### config.mk
export PLATFORM = sky130hd
export DESIGN_NAME = prmcu_uart_transmitter
export DESIGN_NICKNAME = d
export VERILOG_FILES = /design/src/rtl/prmcu_uart_transmitter.sv
export SDC_FILE = /design/constraint.sdc
export NUM_CORES = 1
export LEC_CHECK = 0
export CORE_MARGIN = 4
export CORE_UTILIZATION = 49
export DETAILED_ROUTE_END_ITERATION = 12
export PLACE_DENSITY_LB_ADDON = 0.3
export SLEW_MARGIN = 0
export SYNTH_ARGS = -nofsm -noshare
export SYNTH_HDL_FRONTEND = slang
export SYNTH_SLANG_ARGS = --single-unit
### constraint.sdc
create_clock -name clk -period 1.7 [get_ports clk]
set_input_delay 0.17 -clock clk [delete_from_list [all_inputs] [get_ports clk]]
set_output_delay 0.17 -clock clk [all_outputs]
set_load 0.01 [all_outputs]
### src/rtl/prmcu_uart_transmitter.sv
// ============================================================================
// prmcu_uart_transmitter
// ----------------------------------------------------------------------------
// Serialising half of the PRMCU UART. Parallel words arrive over a valid/ready
// handshake and leave on tx_o as asynchronous frames:
//   start bit (0), 5..9 data bits LSB first, optional even parity, 1..2 stop
//   bits (1). Every bit lasts D = max(internal_clk_divider_i, 1) clk cycles.
//
// Ports
//   clk                     system clock
//   rst                     asynchronous reset, active low (0 = reset)
//   uart_en, tx_en          global / transmitter enable; both gate in_rdy_o
//   n_parity_bits_i         1 = append an even parity bit
//   n_stop_bits_i           0/1 -> one stop bit, 2/3 -> two stop bits
//   n_data_bits_i           data bits per frame, clamped into 5..9
//   internal_clk_divider_i  clk cycles per bit (0 behaves as 1)
//   in_dat_i / in_vld_i     word to send and its valid flag
//   in_rdy_o                ready; a word transfers when valid & ready at posedge
//   tx_o                    serial line, idles high
//   busy_o                  high while any frame bit is on the line
//   frame_done_o            one-cycle pulse in the last cycle of the last stop bit
//
// The frame format and the divider are sampled together with the word, so
// configuration changes while a frame is on the line never disturb it.
// ============================================================================
module prmcu_uart_transmitter #(
    parameter int DATA_W = 9,
    parameter int DIV_W  = 8
) (
    input  logic              clk,
    input  logic              rst,
    input  logic              uart_en,
    input  logic              tx_en,
    input  logic              n_parity_bits_i,
    input  logic [1:0]        n_stop_bits_i,
    input  logic [3:0]        n_data_bits_i,
    input  logic [DIV_W-1:0]  internal_clk_divider_i,
    input  logic [DATA_W-1:0] in_dat_i,
    input  logic              in_vld_i,
    output logic              in_rdy_o,
    output logic              tx_o,
    output logic              busy_o,
    output logic              frame_done_o
);

    // Frames never carry more than nine data bits.
    localparam int MAX_BITS = 9;

    typedef enum logic [2:0] {
        IDLE,
        START,
        DATA,
        PARITY,
        STOP
    } state_t;

    // ------------------------------------------------------------------------
    // Registered frame context
    // ------------------------------------------------------------------------
    state_t                state_reg,     state_next;
    logic [DIV_W-1:0]      bit_cnt_reg,   bit_cnt_next;
    logic [3:0]            idx_reg,       idx_next;
    logic                  stop_idx_reg,  stop_idx_next;
    logic [MAX_BITS-1:0]   word_reg,      word_next;
    logic [3:0]            last_idx_reg,  last_idx_next;
    logic                  par_en_reg,    par_en_next;
    logic                  two_stop_reg,  two_stop_next;
    logic [DIV_W-1:0]      last_cnt_reg,  last_cnt_next;
    logic                  parity_reg,    parity_next;

    // ------------------------------------------------------------------------
    // Configuration decode for the word that is about to be accepted
    // ------------------------------------------------------------------------
    logic [3:0]            n_clamp;
    logic [MAX_BITS-1:0]   in_word;
    logic [MAX_BITS-1:0]   data_mask;
    logic [MAX_BITS-1:0]   in_word_masked;
    logic [DIV_W-1:0]      div_last;

    always_comb begin
        n_clamp = n_data_bits_i;
        if (n_data_bits_i < 4'd5) begin
            n_clamp = 4'd5;
        end else if (n_data_bits_i > 4'd9) begin
            n_clamp = 4'd9;
        end
    end

    // Last counter value of a bit period; a divider of 0 acts like 1.
    assign div_last = (internal_clk_divider_i == '0) ? '0
                                                     : internal_clk_divider_i - DIV_W'(1);

    // Widen (or truncate) the input word to the nine possible data positions
    // and blank everything at or above the configured data-bit count, so the
    // stored word and its parity only ever see transmitted bits.
    for (genvar gi = 0; gi < MAX_BITS; gi++) begin : g_word
        if (gi < DATA_W) begin : g_in
            assign in_word[gi] = in_dat_i[gi];
        end else begin : g_zero
            assign in_word[gi] = 1'b0;
        end
        assign data_mask[gi]      = (4'(gi) < n_clamp);
        assign in_word_masked[gi] = in_word[gi] & data_mask[gi];
    end

    // ------------------------------------------------------------------------
    // Handshake and status decode
    // ------------------------------------------------------------------------
    logic bit_last;
    logic stop_final;
    logic accept_window;
    logic xfer;
    logic [MAX_BITS-1:0] word_shift;

    assign bit_last   = (bit_cnt_reg == last_cnt_reg);
    assign stop_final = (state_reg == STOP) && bit_last && (stop_idx_reg == two_stop_reg);

    // Words are taken while idle or in the very last cycle of a frame; the
    // latter gives back-to-back frames with no idle gap. Ready is forced low
    // while reset is asserted.
    assign accept_window = (state_reg == IDLE) || stop_final;
    assign in_rdy_o      = rst && uart_en && tx_en && accept_window;
    assign xfer          = in_vld_i && in_rdy_o;

    assign busy_o       = (state_reg != IDLE);
    assign frame_done_o = stop_final;

    assign word_shift = word_reg >> idx_reg;

    always_comb begin
        tx_o = 1'b1;
        case (state_reg)
            IDLE:    tx_o = 1'b1;
            START:   tx_o = 1'b0;
            DATA:    tx_o = word_shift[0];
            PARITY:  tx_o = parity_reg;
            STOP:    tx_o = 1'b1;
            default: tx_o = 1'b1;
        endcase
    end

    // ------------------------------------------------------------------------
    // Next-state logic
    // ------------------------------------------------------------------------
    always_comb begin
        state_next    = state_reg;
        bit_cnt_next  = bit_cnt_reg;
        idx_next      = idx_reg;
        stop_idx_next = stop_idx_reg;
        word_next     = word_reg;
        last_idx_next = last_idx_reg;
        par_en_next   = par_en_reg;
        two_stop_next = two_stop_reg;
        last_cnt_next = last_cnt_reg;
        parity_next   = parity_reg;

        case (state_reg)
            IDLE: begin
                bit_cnt_next = '0;
            end

            START: begin
                if (bit_last) begin
                    bit_cnt_next = '0;
                    idx_next     = 4'd0;
                    state_next   = DATA;
                end else begin
                    bit_cnt_next = bit_cnt_reg + DIV_W'(1);
                end
            end

            DATA: begin
                if (bit_last) begin
                    bit_cnt_next = '0;
                    if (idx_reg == last_idx_reg) begin
                        stop_idx_next = 1'b0;
                        state_next    = par_en_reg ? PARITY : STOP;
                    end else begin
                        idx_next = idx_reg + 4'd1;
                    end
                end else begin
                    bit_cnt_next = bit_cnt_reg + DIV_W'(1);
                end
            end

            PARITY: begin
                if (bit_last) begin
                    bit_cnt_next  = '0;
                    stop_idx_next = 1'b0;
                    state_next    = STOP;
                end else begin
                    bit_cnt_next = bit_cnt_reg + DIV_W'(1);
                end
            end

            STOP: begin
                if (bit_last) begin
                    bit_cnt_next = '0;
                    if (stop_idx_reg == two_stop_reg) begin
                        state_next = IDLE;
                    end else begin
                        stop_idx_next = 1'b1;
                    end
                end else begin
                    bit_cnt_next = bit_cnt_reg + DIV_W'(1);
                end
            end

            default: begin
                state_next   = IDLE;
                bit_cnt_next = '0;
            end
        endcase

        // A transfer overrides whatever the frame logic chose: it can only
        // happen in IDLE or the final stop cycle, and always starts a frame.
        if (xfer) begin
            state_next    = START;
            bit_cnt_next  = '0;
            idx_next      = 4'd0;
            stop_idx_next = 1'b0;
            word_next     = in_word_masked;
            last_idx_next = n_clamp - 4'd1;
            par_en_next   = n_parity_bits_i;
            two_stop_next = n_stop_bits_i[1];
            last_cnt_next = div_last;
            parity_next   = ^in_word_masked;
        end
    end

    // ------------------------------------------------------------------------
    // State register
    // ------------------------------------------------------------------------
    always_ff @(posedge clk or negedge rst) begin
        if (!rst) begin
            state_reg    <= IDLE;
            bit_cnt_reg  <= '0;
            idx_reg      <= 4'd0;
            stop_idx_reg <= 1'b0;
            word_reg     <= '0;
            last_idx_reg <= 4'd0;
            par_en_reg   <= 1'b0;
            two_stop_reg <= 1'b0;
            last_cnt_reg <= '0;
            parity_reg   <= 1'b0;
        end else begin
            state_reg    <= state_next;
            bit_cnt_reg  <= bit_cnt_next;
            idx_reg      <= idx_next;
            stop_idx_reg <= stop_idx_next;
            word_reg     <= word_next;
            last_idx_reg <= last_idx_next;
            par_en_reg   <= par_en_next;
            two_stop_reg <= two_stop_next;
            last_cnt_reg <= last_cnt_next;
            parity_reg   <= parity_next;
        end
    end

endmodule

* Yosys cells after proc, flatten, opt, wreduce, memory -nomap -nowiden
Index checks and enable logic that the tools add are counted.
** Operators by class
- $add $sub $neg :: 4
- Multipliers :: 0
- Divide/modulo/power cells :: 0
- Magnitude comparators :: 11
- Eq/ne operators :: 16
- Shifts and indexed selects :: 1
- Muxes and demuxes :: 28
- Bitwise operators :: 9
- Reduce and logical (&&, ||, !) cells :: 17
** Operators with widths (number)
- two-way mux 8 bit :: 4
- two-way mux 3 bit :: 8
- two-way mux 4 bit :: 6
- != test 3 bit, second input constant :: 7
- < comparator 3 x 4 -> 1 bit, first input constant :: 4
- one-hot mux 3 bit (5 select lines) :: 1
- AND 1 bit :: 9
- XOR reduction 9 bit :: 1
- >> shifter 9 x 4 -> 1 bit :: 1
- adder 8 x 1 -> 8 bit, second input constant :: 1
- equality test 8 bit :: 1
- logical NOT 8 bit :: 1
- < comparator 1 x 4 -> 1 bit, first input constant :: 2
- < comparator 2 x 4 -> 1 bit, first input constant :: 2
- one-hot mux 4 bit (2 select lines) :: 1
- subtractor 8 x 1 -> 8 bit, second input constant :: 1
- AND reduction 7 bit :: 1
- equality test 3 x 2 -> 1 bit, second input constant :: 2
- logical AND 1 bit :: 6
- two-way mux 1 bit :: 6
- one-hot mux 1 bit (3 select lines) :: 2
- AND reduction 6 bit :: 1
- nonzero test 3 bit :: 2
- adder 4 x 1 -> 4 bit, second input constant :: 1
- other kinds (15) :: 15
** Word-level totals
- Bits in registers :: 40
- Latch bits :: 0
- RAM bits :: 0
- ROM bits :: 0
- Input port bits :: 29
- Logic and storage cells :: 96
- Memories kept :: 0

* Depth between registers and ports, before layout
Gate-level depths: netlist of the first run.
- Depth in word-level cells :: 8
- Depth in mapped cells :: 10

* Worst setup path after synthesis of the first run
No wires, ideal clock.
- Kind :: register -> output
- From :: register idx_reg[0]
- To :: output tx_o
- Arrival time :: 1.668 ns
- Required time :: 1.530 ns
- Slack :: -0.138 ns
- Stages on the path, launching flop included :: 8
- Path buffers :: 1
- Cells stage by stage :: dfrtp_1 -> buf_2 -> mux4_2 -> nand2_1 -> a21oi_1 -> a31oi_1 -> a21oi_1 -> a311o_1
** On the way
- Longest elaborated chain between the ends :: 2
** RTL lines
- start: declaration :: line 62 : logic [3:0] idx_reg, idx_next;
- start signal: assignment :: line 249 : idx_reg <= idx_next;
- >> shifter 9 x 4 -> 1 bit :: line 128 : assign word_shift = word_reg >> idx_reg;
- one-hot mux 1 bit (3 select lines) :: line 132 : case (state_reg)
- end: declaration :: line 41 : output logic tx_o,
Every way passes these cells.

* Worst setup path in the final report of the first run
Ends and elaborated chain as after synthesis.

==> results of run 1 <==
-- layer usage --
metal | routed length (um) | vias up | share of wire [%] | track usage [%]
met2 | 4290 | 120 | 51 | 41.9
met5 | 0 | - | 0 | 0
met3 | 480 | 30 | 5.7 | 4.22
li1 | - | 1033 | - | -
met1 | 3180 | 1146 | 38 | 27.3
met4 | 402 | 0 | 4.8 | 8.90
-- report_power, final --
| group | switching [mW] | internal [mW] |
|---|---|---|
| clock | 0.347 | 0.330 |
| combinational | 0.893 | 1.03 |
| sequential | 0.315 | 1.24 |
-- cells in the mapped netlist, types with 4 or more instances --
cell       n
nand4_1    4
mux2_2     7
dfrtp_1   40
a21oi_1    5
inv_1      8
ha_1       6
clkbuf_1   4
o21ai_0   16
nand2_1   31
o31ai_1    6
xnor2_1   17
nand3_1    8
nor2_1    15
xor2_1    14
mux2_1     5
-- stage by stage --
step	power, mW	setup WS, ps	cell area, um2	utilization [%]	instances
2_1_floorplan	2.12	-34.3	2340	-	236
3_3_place_gp	2.63	-429	3090	69.1	365
3_5_place_dp	2.70	-463	3090	69.1	365
4_1_cts	3.65	-415	3560	79.5	390
5_1_grt	4.33	-580	3780	84.5	394
6_report	4.16	-489	3780	84.5	394
-- worst max-delay path, cell delays in order (launching register included) --
cell	delay (ps)
dfrtp_1	400
buf_6	130
mux4_2	530
a31oi_4	170
a21oi_2	80
a311o_1	260
buf_2	140
-- cells by family after synthesis --
kind of cell               Yosys count  synth area share, %
and+or+nand+nor                     82                 17.9
AOI/OAI and AO/OA                   43                 12.4
DFF                                 40                 42.9
muxes                               17                 9.01
buffers and inverters               17                 2.95
adders and majority gates            6                 3.22
xor gates and xnor gates            31                 11.6
-- area by class of cell --
cell class | count | area (um2)
Multi-Input combinational cell | 179 | 1600
Sequential cell | 40 | 1000
Timing Repair Buffer | 106 | 985
Fill cell | 211 | 696
Clock buffer | 7 | 86.3
Tap cell | 52 | 65.1
Inverter | 9 | 33.8
Clock inverter | 1 | 7.51
-- repair_timing --
action | 4_1_cts | 5_1_grt
gates cloned | 3 | 0
resized for setup | 73 | 44
hold buffers | 1 | 0
pin swaps | 27 | 21
endpoints found under the setup margin | 44 | 35
hold endpoints to repair | 10 | 0
setup buffers | 17 | 5
-- path summary, 6_finish.rpt --
check | from | endpoint | slack [ps]
worst max register to register | idx_reg[0]$_DFFE_PN0P_ | idx_reg[2]$_DFFE_PN0P_ | -430
max in group asynchronous | rst | state_reg[1]$_DFFE_PN0P_ | 790
worst max-delay path | idx_reg[0]$_DFFE_PN0P_ | tx_o | -490
min in group asynchronous | rst | bit_cnt_reg[0]$_DFF_PN0_ | 520
worst min-delay path | n_data_bits_i[2] | word_reg[5]$_DFFE_PN0N_ | 390
worst min register to register | word_reg[2]$_DFFE_PN0N_ | word_reg[2]$_DFFE_PN0N_ | 500
==> metrics.yaml, run 1 <==
outcome: "finished, violations left"
fin_setup_tns_ps: -12170
arrival_ps: 2020
synth-edff-count: 0
avgRoutedWirePerCell_um: 21.2
synthFlopType: "dfrtp_1"
synthArstFlopShare_pct: 100
crit_required_ps: 1530
antenna_found_initial: 0
place_congestion: 0.852
drive_above_1_share_pct: 45.9
final_common_cell: "buf_4"
io_buffers: 31
grt_usage_pct: 23.2
ant_nets: 0
cts_sinks: 40
drc: 0
first_pass_iters: 4
htree_levels: 2
synth_area_um2: 2330
tightestPinTransition_ps: 518
grt_pass1_vias: 2262
final_cell_mix: "buf_4, dfrtp_1, clkdlybuf4s50_1"
finalMaxSlewViolations: 0
largest_reg_flops: 9
skew_ps: 10.7
numCtsBuffers: 5
wl_um: 8350
ys_top_cells_by_area: "dfrtp_1, xnor2_1, xor2_1"
finalCritPeriodShare_pct: 129
holdPathStages: 5
clock_path_buffers: 2
worst_setup_path_start_kind: "register"
synth_seq_cells: 40
reg2reg_depth: 8
vias: 2329
layout_min_cycle_time_ps: 2190
synth_nets: 271
path_max_fanout: 2
yosysWarnings: 0
slew_headroom_pct: 64.9
clk_latency_ps: 300
setup_violations: 43
cap_viol_max_count: 0
initial_core_util_pct: 52.2
syn_inst: 236
ir_worst_vdd_uv: 665
rsz0062_at_grt: "yes"
critPathCaptureType: "output port"
synth.top_cell.area_share_pct: 42.9
yosysUniqueCellTypes: 50
hpwl_um: 3900
io_pins: 33
finalNetCount: 376
die_w_um: 77.0
path_clk_slew_ps: 80
rows: 24
drt_iter0_drc: 263
max_freq_mhz: 457
design.die.area_um2: 5930
grt_pass1_wl_um: 10800
power_leakage_nw: 1.74
n_antenna_cell: 0
min_path_type: "in2reg"
synth_top_area_cell: "dfrtp_1"
hold_viol_final: 0
cts_tree: "yes"
setup_slack_ps: -489
via_per_inst: 5.91
violations: "setup timing"
grt_max_degree: 41
holdWs_ps: 388
synth_area_per_cell_um2: 9.89
cts-root-buf: "clkbuf_8"
worstSetupPathType: "reg2out"
cellPowerDensity_nw_per_um2: 1100
ys_seq_area_share_pct: 42.9
coreArea_um2: 4470
die_height_um: 77.0
grt.overflow.total: 0
area_delta_synth_final_pct: 61.9
(Power assumes the default switching activity.)
==> run 2, diff against run 1 <==
--- a/config.mk
+++ b/config.mk
@@ -5,6 +5,7 @@
 export SDC_FILE = /design/constraint.sdc
 export NUM_CORES = 1
 export LEC_CHECK = 0
+export ABC_AREA = 0
 export CORE_MARGIN = 4
 export CORE_UTILIZATION = 49
 export DETAILED_ROUTE_END_ITERATION = 12
==> results of run 2 <==
The final DEF is identical to that of run 1; final timing and power are the same.
==> run 3, diff against run 2 <==
--- a/config.mk
+++ b/config.mk
@@ -14,3 +14,4 @@
 export SYNTH_ARGS = -nofsm -noshare
 export SYNTH_HDL_FRONTEND = slang
 export SYNTH_SLANG_ARGS = --single-unit
+export TNS_END_PERCENT = 10
==> run 3 against run 2 <==
  * The flow still finishes with violations (setup timing)
  * Sequential cell count did not move
  * Cell count fell by 2.0%
  * Critical path depth grew 1
  * Routed wire length shrank 22%
  * Die area is the same
  * Register-to-register slack improved by 190 ps
  * Count of clock-buffer cells in the layout fell by 2
  * Worst hold slack lost 27 ps
  * Clock skew down 2.8 ps
  * Non-clock buffer count shrank 7
  * Core utilization down 6.6 points
  * First-iteration DRC count fell by 59%
==> metrics.yaml, run 3 (synthesis results as in run 1) <==
drt_iter0_drc: 109  # -59%
worst_setup_path_start_kind: "register"
ir_worst_vdd_uv: 620  # -6.8%
worstSetupPathType: "reg2out"
avgRoutedWirePerCell_um: 16.8  # -21%
path_buf_inv: 1  # -1
path_max_fanout: 3  # +1
critPathCaptureType: "output port"
grt_max_degree: 41  # unchanged
wl_um: 6500  # -22%
cellPowerDensity_nw_per_um2: 1140  # +3.3%
vias: 2208  # -5.2%
min_path_type: "in2reg"
crit_required_ps: 1530  # about the same
clock_path_buffers: 2  # unchanged
cts_tree: "yes"
grt_pass1_wl_um: 9260  # -14%
crit_family: "compound AO/OA/AOI/OAI gates"
first_pass_iters: 5  # +1
p_sw_share_pct: 31.6  # -5.8 points
clk_latency_ps: 300  # about the same
max_freq_mhz: 463  # +1.4%
crit_path_max_incr_delay_ps: 520  # about the same
via_per_inst: 5.72  # -3.2%
setup_slack_ps: -459  # +29.8 ps
slew_headroom_pct: 66.3  # +1.4 points
die_height_um: 77.0  # unchanged
drive_above_1_share_pct: 37.7  # -8.2 points
placed_cells: 366  # +0.27%
p_sw_mw: 1.25  # -19%
rows: 24  # unchanged
finalCritPeriodShare_pct: 127  # -1.8 points
path_clk_slew_ps: 80  # about the same
p_comb_share_pct: 39.3  # -7.0 points
grt_usage_pct: 19.3  # -3.9 points
coreArea_um2: 4470  # unchanged
pre_cts_slack_ps: -466  # -2.91 ps
ant_nets: 0  # unchanged
largest_reg_flops: 9  # unchanged
layout_min_cycle_time_ps: 2160  # -29.8 ps
initial_core_util_pct: 52.2  # unchanged
cts_sinks: 40  # unchanged
rsz0062_at_grt: "yes"
cap_viol_max_count: 0  # unchanged
postLayoutCoreUtil_pct: 77.9  # -6.6 points
final_cell_count_no_fill: 386  # -2.0%
io_buffers: 31  # unchanged
design.die.area_um2: 5930  # unchanged
n_antenna_cell: 0  # unchanged
outcome: "finished, violations left"
clkPwrFrac_pct: 23.0  # +6.7 points
final_common_cell: "buf_4"
skew_ps: 7.87  # -2.85 ps
fin_setup_tns_ps: -4990  # +7180 ps
place_congestion: 0.843  # -1.0%
hold_viol_final: 0  # unchanged
area_delta_synth_final_pct: 49.3
setup_violations: 34  # -21%
tightestPinTransition_ps: 505  # -12.8 ps
pwr-share-seq_pct: 37.7  # +0.3 points
ff2ff_setup_slack_ps: -240  # +190 ps
die_w_um: 77.0  # unchanged
final_cell_mix: "buf_4, dfrtp_1, clkdlybuf4s50_1"
finalMaxSlewViolations: 0  # unchanged
hpwl_um: 3890  # -0.18%
drc: 0  # unchanged
grt_pass1_vias: 2129  # -5.9%
power_leakage_nw: 1.64  # -5.9%
violations: "setup timing"
arrival_ps: 1990  # -30 ps
slowest_stage: "mux4_2"
antenna_found_initial: 0  # unchanged
htree_levels: 2  # unchanged
crit_chain: "mux4_2, nand2_2, a21oi_2, a31oi_1, a21oi_1, a311o_1, buf_2"
cts-root-buf: "clkbuf_8"
p_int_mw: 2.71  # +4.1%
numCtsBuffers: 5  # unchanged
fillCellCount: 268  # +27%
finalNetCount: 369  # -1.9%
io_pins: 33  # unchanged
holdWs_ps: 361  # -27.3 ps
grt.overflow.total: 0  # unchanged
[run 3: worst paths after layout]
| path | start | cells past startpoint | to |
|---|---|---|---|
| max | idx_reg[0]$_DFFE_PN0P_ | 7 | tx_o |
| min | n_data_bits_i[1] | 5 | word_reg[5]$_DFFE_PN0N_ |
| max reg2reg | idx_reg[0]$_DFFE_PN0P_ | 7 | idx_reg[3]$_DFFE_PN0P_ |
| min reg2reg | word_reg[6]$_DFFE_PN0N_ | 2 | word_reg[6]$_DFFE_PN0N_ |
| max in group asynchronous | rst | 3 | state_reg[1]$_DFFE_PN0P_ |
| min in group asynchronous | rst | 3 | bit_cnt_reg[1]$_DFF_PN0_ |
[run 3: area by class of cell]
cell class | count | area, um2 | share of cell area (%)
repair buffers | 99 | 886 | 25.4
inverters | 9 | 33.8 | 0.969
clock buffers | 5 | 68.8 | 1.97
well taps | 52 | 65.1 | 1.87
flip-flops and latches | 40 | 1000 | 28.8
clock inverters | 2 | 60.1 | 1.72
multi-input cells | 179 | 1370 | 39.2
[run 3: power groups by stage]
stage | clock network [mW] | logic (mW) | registers, mW
detailed placement | 0 | 1.25 | 1.48
global route | 0.969 | 1.70 | 1.53
finish | 0.911 | 1.56 | 1.50
floorplan | 0 | 0.717 | 1.40
global placement | 0 | 1.21 | 1.46
CTS | 0.913 | 1.41 | 1.46
[run 3: stage by stage]
step	total power, mW	instance area, um2
3_5_place_dp	2.73	3110
2_1_floorplan	2.12	2340
4_1_cts	3.79	3320
3_3_place_gp	2.67	3110
6_report	3.97	3480
5_1_grt	4.20	3480
[run 3: metal layers]
metal	wire length, um	part of all wire, %	vias up	global-route usage (%)
met2	3350	52	86	34.2
met1	2570	40	1078	22.9
met3	373	5.7	24	3.40
met5	0	0	-	0
met4	202	3.1	0	8.54
li1	-	-	1020	-
[run 3: timing repair]
item,CTS,global route
pin swaps,7,17
gates cloned,0,2
endpoints found under the setup margin,33,44
buffers inserted,5,6
hold buffers,1,0
resized for setup,29,36
hold endpoints to repair,29,0
[run 3: worst min-delay path, stage by stage]
cell and delay [ps]:
dlymetal6s2s_1 130, nand2_1 80, nand2b_1 60, nand2_1 100, o21ai_1 80
